## src/rtl/teclado_cajero.sv

```systemverilog
// Keypad front end for the ATM controller: synchronizes and debounces the raw
// keypad, then turns each accepted press into PIN digit or amount strobes.
module teclado_cajero #(
  parameter int DEBOUNCE_CICLOS = 16,
  parameter int ANCHO_MONTO     = 32
) (
  input  logic                   clk,
  input  logic                   reset,
  input  logic                   tecla_activa,
  input  logic [3:0]             tecla_codigo,
  input  logic                   modo_monto,
  output logic [3:0]             digito,
  output logic                   digito_stb,
  output logic [ANCHO_MONTO-1:0] monto,
  output logic                   monto_stb,
  output logic                   desborde
);

  localparam int CW = (DEBOUNCE_CICLOS < 2) ? 1 : $clog2(DEBOUNCE_CICLOS + 1);
  localparam logic [CW-1:0] CNT_UNO = CW'(1);
  localparam logic [CW-1:0] CNT_FIN = CW'(DEBOUNCE_CICLOS);
  // With a one-cycle filter the initial load of 1 already completes it.
  localparam bit UN_CICLO = (DEBOUNCE_CICLOS <= 1);

  localparam logic [3:0] COD_ENTER = 4'hA;
  localparam logic [3:0] COD_CLEAR = 4'hB;

  typedef enum logic [1:0] {
    ESPERA,
    FILTRO_P,
    PRESIONADA,
    FILTRO_L
  } estado_t;

  // ---------------------------------------------------------------------------
  // Two-flop synchronizers for the asynchronous keypad lines
  // ---------------------------------------------------------------------------
  logic       tec_m, tec_s;
  logic [3:0] cod_m, cod_s;

  // NOTE: sequential state is always assigned with <= so every flop samples
  // the pre-edge value of its sources, independent of statement order.
  always_ff @(posedge clk or posedge reset) begin
    if (reset) begin
      tec_m <= 1'b0;
      tec_s <= 1'b0;
      cod_m <= 4'h0;
      cod_s <= 4'h0;
    end else begin
      tec_m <= tecla_activa;
      tec_s <= tec_m;
      cod_m <= tecla_codigo;
      cod_s <= cod_m;
    end
  end

  // ---------------------------------------------------------------------------
  // Debounce FSM
  // ---------------------------------------------------------------------------
  estado_t       estado_q, estado_d;
  logic [CW-1:0] cont_q, cont_d, cont_inc;
  logic [3:0]    cod_ref_q, cod_ref_d;
  logic          acepta_d;
  logic          acepta_q;
  logic [3:0]    tecla_q;

  assign cont_inc = cont_q + CNT_UNO;

  // NOTE: every variable written here gets a default first, so no path can
  // leave one unassigned and infer a latch.
  always_comb begin
    estado_d  = estado_q;
    cont_d    = cont_q;
    cod_ref_d = cod_ref_q;
    acepta_d  = 1'b0;
    unique case (estado_q)
      ESPERA: begin
        if (tec_s) begin
          cont_d    = CNT_UNO;
          cod_ref_d = cod_s;
          if (UN_CICLO) begin
            acepta_d = 1'b1;
            estado_d = PRESIONADA;
          end else begin
            estado_d = FILTRO_P;
          end
        end
      end
      FILTRO_P: begin
        if (!tec_s) begin
          estado_d = ESPERA;
        end else if (cod_s != cod_ref_q) begin
          cod_ref_d = cod_s;
          cont_d    = CNT_UNO;
        end else begin
          cont_d = cont_inc;
          if (cont_inc == CNT_FIN) begin
            acepta_d = 1'b1;
            estado_d = PRESIONADA;
          end
        end
      end
      PRESIONADA: begin
        if (!tec_s) begin
          cont_d   = CNT_UNO;
          estado_d = UN_CICLO ? ESPERA : FILTRO_L;
        end
      end
      FILTRO_L: begin
        if (tec_s) begin
          estado_d = PRESIONADA;
        end else begin
          cont_d = cont_inc;
          if (cont_inc == CNT_FIN) estado_d = ESPERA;
        end
      end
      default: estado_d = ESPERA;
    endcase
  end

  always_ff @(posedge clk or posedge reset) begin
    if (reset) begin
      estado_q  <= ESPERA;
      cont_q    <= '0;
      cod_ref_q <= 4'h0;
      acepta_q  <= 1'b0;
      tecla_q   <= 4'h0;
    end else begin
      estado_q  <= estado_d;
      cont_q    <= cont_d;
      cod_ref_q <= cod_ref_d;
      acepta_q  <= acepta_d;
      if (acepta_d) tecla_q <= cod_ref_d;
    end
  end

  // ---------------------------------------------------------------------------
  // Key decode, amount accumulator and output strobes
  // ---------------------------------------------------------------------------
  logic [ANCHO_MONTO-1:0] acc_q;
  logic [ANCHO_MONTO+3:0] acc_ext, producto;
  logic                   modo_q, cambio_modo, es_digito, excede;

  // acc*10 + code never needs more than four extra bits.
  assign acc_ext     = {4'b0000, acc_q};
  assign producto    = (acc_ext << 3) + (acc_ext << 1) + {{ANCHO_MONTO{1'b0}}, tecla_q};
  assign excede      = |producto[ANCHO_MONTO+3:ANCHO_MONTO];
  assign es_digito   = (tecla_q <= 4'd9);
  assign cambio_modo = modo_monto ^ modo_q;

  always_ff @(posedge clk or posedge reset) begin
    if (reset) begin
      modo_q     <= 1'b0;
      acc_q      <= '0;
      digito     <= 4'h0;
      digito_stb <= 1'b0;
      monto      <= '0;
      monto_stb  <= 1'b0;
      desborde   <= 1'b0;
    end else begin
      modo_q     <= modo_monto;
      digito_stb <= 1'b0;
      monto_stb  <= 1'b0;
      // A mode switch abandons any partial entry and swallows a coincident key.
      if (cambio_modo) begin
        acc_q    <= '0;
        desborde <= 1'b0;
      end else if (acepta_q) begin
        if (!modo_q) begin
          if (es_digito) begin
            digito     <= tecla_q;
            digito_stb <= 1'b1;
          end
        end else if (es_digito) begin
          if (excede) desborde <= 1'b1;
          else        acc_q    <= producto[ANCHO_MONTO-1:0];
        end else if (tecla_q == COD_ENTER) begin
          if (!desborde) begin
            monto     <= acc_q;
            monto_stb <= 1'b1;
          end
          acc_q    <= '0;
          desborde <= 1'b0;
        end else if (tecla_q == COD_CLEAR) begin
          acc_q    <= '0;
          desborde <= 1'b0;
        end
      end
    end
  end

endmodule

```

## config.mk

```make
export PLATFORM = sky130hd
export DESIGN_NAME = teclado_cajero
export DESIGN_NICKNAME = d
export VERILOG_FILES = /design/src/rtl/teclado_cajero.sv
export SDC_FILE = /design/constraint.sdc
export NUM_CORES = 1
export LEC_CHECK = 0
export CORE_MARGIN = 2
export CORE_UTILIZATION = 40
export DETAILED_ROUTE_END_ITERATION = 12
export SLEW_MARGIN = 10
export SYNTH_ARGS = -nofsm -noshare
export SYNTH_HDL_FRONTEND = slang
export SYNTH_SLANG_ARGS = --single-unit
```

## constraint.sdc

```tcl
create_clock -name clk -period 4.9 [get_ports clk]
set_input_delay 0.98 -clock clk [delete_from_list [all_inputs] [get_ports clk]]
set_output_delay 0.98 -clock clk [all_outputs]
set_load 0.05 [all_outputs]
```

==> results.yml <==
status:
  status: "finished, final reports clean"
timing:
  setup_viol: 0
  skew_ns: 0.0138
  rsz0062_at_grt: "no"
  drv_slew: 0
  finalHoldViolCount: 0
  finalCriticalPeriod_ns: 3.98
  fmax_ghz: 0.251
  slew_headroom: 0.305
  fin_crit_sh: 0.813
  tightestPinTransition_ns: 1.04
  tns_ns: 0
worst_setup_path:
  worst-setup-path-type: "reg -> reg"
  start_kind: "flip-flop"
  crit_arrival_ns: 4.28
  path_max_fanout: 20
  crit_chain: "inv_1 > fa_1 > inv_1 > ha_1 > a21o_2 > nand4_2 > a2111oi_4 > a21oi_2 > a31oi_2 > o21a_2 > o211ai_4 > nor2b_1 > buf_4 > a22o_1"
  crit_top_cell: "inv_1"
  cp-end-kind: "flip-flop"
  worst_ep_required_time_ns: 5.19
  slowest_delay_ns: 0.62
  reg2reg_depth: 14
  cp_slowest_cell: "nor2b_1"
job:
  maxCapViolCount: 0
floorplan:
  core_area_mm2: 0.0146
  initial_core_util: 0.413
  die_y_um: 127
  io_pins: 47
  die_width_um: 127
  dieArea_mm2: 0.0161
  rows: 44
synth:
  synthDistinctLibCells: 64
  ys_ff_latch: 98
  yosys.area.top_type: "dfrtp_1"
  ys_seq_area_frac: 0.406
  ys_dominant_reg_cell: "dfrtp_1"
  syn_avg_cell_area_um2: 9.66
  synth_edf_count: 0
  yosysWarnings: 0
  syn_area_mm2: 0.00605
  syn-instance-count: 626
  syn_nets: 702
  synth_top_area_frac: 0.406
  synth_area_leaders: "dfrtp_1 (41%), ha_1 (14%), nand2_1 (8.1%), a22o_1 (4.1%), a21oi_1 (3.6%)"
  synthArstFlopShare: 1.00
hold_path:
  hp-class: "reg -> reg"
  holdPathStages: 0
placement:
  dpl.cell_count: 834
  routabilityCongestion: 0.876
  place.port_buffers: 46
  dpl.hpwl_um: 9550
global_route:
  grt_use_total: 0.177
  grt_max_degree: 72
  grt_pass1_vias: 4622
  grt_pass1_wl_um: 22900
  antenna_found_initial: 0
  grt-ovfl-total: 0
detailed_routing:
  antenna_left: 0
  vias: 4610
  vias_per_cell: 5.42
  drt_wl_total_um: 13400
  wl_per_cell_um: 15.7
  drc_errors: 0
  firstDrtPassIters: 4
  drtIter0Drc: 241
power:
  power_density_mw_per_mm2: 231
  power_leakage_nw: 3.57
  vdd_drop_max_uv: 168
final_layout:
  antenna-diode-count: 0
  final_nets: 737
  drive_gt1_frac: 0.0721
  num-fill-cells: 1390
  synthToLayoutAreaGrowth_pct: 14.3
  post-route-util: 0.472
  instances_no_fill: 850
cts:
  clkTransAtPathRegs_ns: 0.07
  clockBufferDepth: 2
  post_cts_resized: 0
  cts_setup_buffers: 0
  cts_root_buffer: "clkbuf_16"
  cts_hold_buf: 0
  clkLatencyLatePin_ns: 0.36
  cts_made_buffers: 9
  cts_tree: "built"
  clkSinkCount: 98
  htreeDepth: 3
[cell type report]
cell class / count / area, um2 / share of cell area
flip-flops and latches: 98 / 2450 / 0.355
repair buffers: 50 / 490 / 0.0710
inverters: 14 / 55.1 / 0.00797
clock inverters: 6 / 51.3 / 0.00742
clock buffers: 10 / 239 / 0.0346
well taps: 184 / 230 / 0.0333
multi-input cells: 488 / 3390 / 0.491
[cell families after synthesis]
group / share of synthesized area
DFF: 0.406
muxes: 0.0221
adders and majority gates: 0.143
AOI/OAI and AO/OA: 0.193
buffers and inverters: 0.0333
and+or+nand+nor: 0.156
xor gates and xnor gates: 0.0464
[flip-flops by register name (all words and copies together) (netlist names), named ones only]
name / count
monto: 32
digito: 4
monto_stb: 1
tec_m: 1
desborde: 1
cod_ref_q: 4
cod_m: 4
tecla_q: 4
cod_s: 4
estado_q: 1
digito_stb: 1
cont_q: 5
tec_s: 1
modo_q: 1
acc_q: 32
acepta_q: 1
[metal layers]
layer	track usage	vias to the layer above	part of all wire
met1	0.243	2200	0.49
met3	0.0363	15	0.035
met2	0.279	85	0.46
met5	0	-	0
li1	-	2310	-
met4	0.0588	0	0.014
[where the power goes]
part | switching [W] | internal, W
sequential | 0.00000624 | 0.000817
combinational | 0.0000441 | 0.0000181
clock | 0.000344 | 0.000368
total | 0.000394 | 0.00120
[synth_stat cells, types with 8 or more instances]
master,instances
nand2b_1,8
o21ai_0,28
xnor2_1,15
inv_1,14
a22o_1,28
mux2_2,11
xor2_1,17
nand2_1,131
dfrtp_1,98
a21o_1,16
clkbuf_1,10
nor3_1,8
nand3_1,11
nand4_1,8
a21oi_1,43
buf_2,11
nor2_1,14
ha_1,66
[worst max-delay path: cells and delay by family, from the launching register on]
family	cells	cell delay [ns]
compound gates	7	1.37
fa+ha+maj	2	0.85
buf+inv	3	0.52
flops	1	0.37
simple gates	2	0.78
[metrics by stage]
stage / setup WS, ns / hold WS [ns] / area (um2) / total power [W]
5_1_grt: 0.548 / 0.360 / 6910 / 0.00166
3_5_place_dp: 0.918 / 0.335 / 6620 / 0.000904
2_1_floorplan: 1.36 / 0.331 / 6050 / 0.000885
6_report: 0.915 / 0.351 / 6910 / 0.00160
4_1_cts: 0.853 / 0.352 / 6910 / 0.00162
3_3_place_gp: 0.989 / 0.332 / 6620 / 0.000902
[layout by cell type (no fill, tap or decap), types with 4 or more instances in the layout]
master | synthesis | final
nand4_1 | 8 | 8
ha_1 | 66 | 66
xnor2_1 | 15 | 15
clkbuf_16 | 0 | 9
nor2b_1 | 6 | 6
a22o_1 | 28 | 28
o21a_1 | 4 | 4
buf_4 | 0 | 4
mux2_2 | 11 | 11
nor2_1 | 14 | 14
nand2_1 | 131 | 131
nor3_1 | 8 | 8
inv_1 | 14 | 13
clkdlybuf4s50_1 | 0 | 46
inv_6 | 0 | 5
nand3_1 | 11 | 11
xor2_1 | 17 | 17
o21ai_1 | 6 | 6
and2_1 | 4 | 4
a21o_1 | 16 | 16
a21oi_2 | 4 | 4
and3_1 | 6 | 6
nand2b_1 | 8 | 8
dfrtp_1 | 98 | 98
a21oi_1 | 43 | 43
a31oi_1 | 6 | 6
o21ai_0 | 28 | 28
[path summary, 6_finish.rpt]
kind	start	endpoint	slack, ns
max in group asynchronous	reset	monto[14]	2.84
min	cod_m[0]	cod_s[0]	0.35
min reg2reg	cod_m[0]	cod_s[0]	0.35
max reg2reg	tecla_q[3]	acc_q[15]	0.92
min in group asynchronous	reset	acc_q[29]	1.14
max	tecla_q[3]	acc_q[15]	0.92
(Power assumes the default switching activity.)
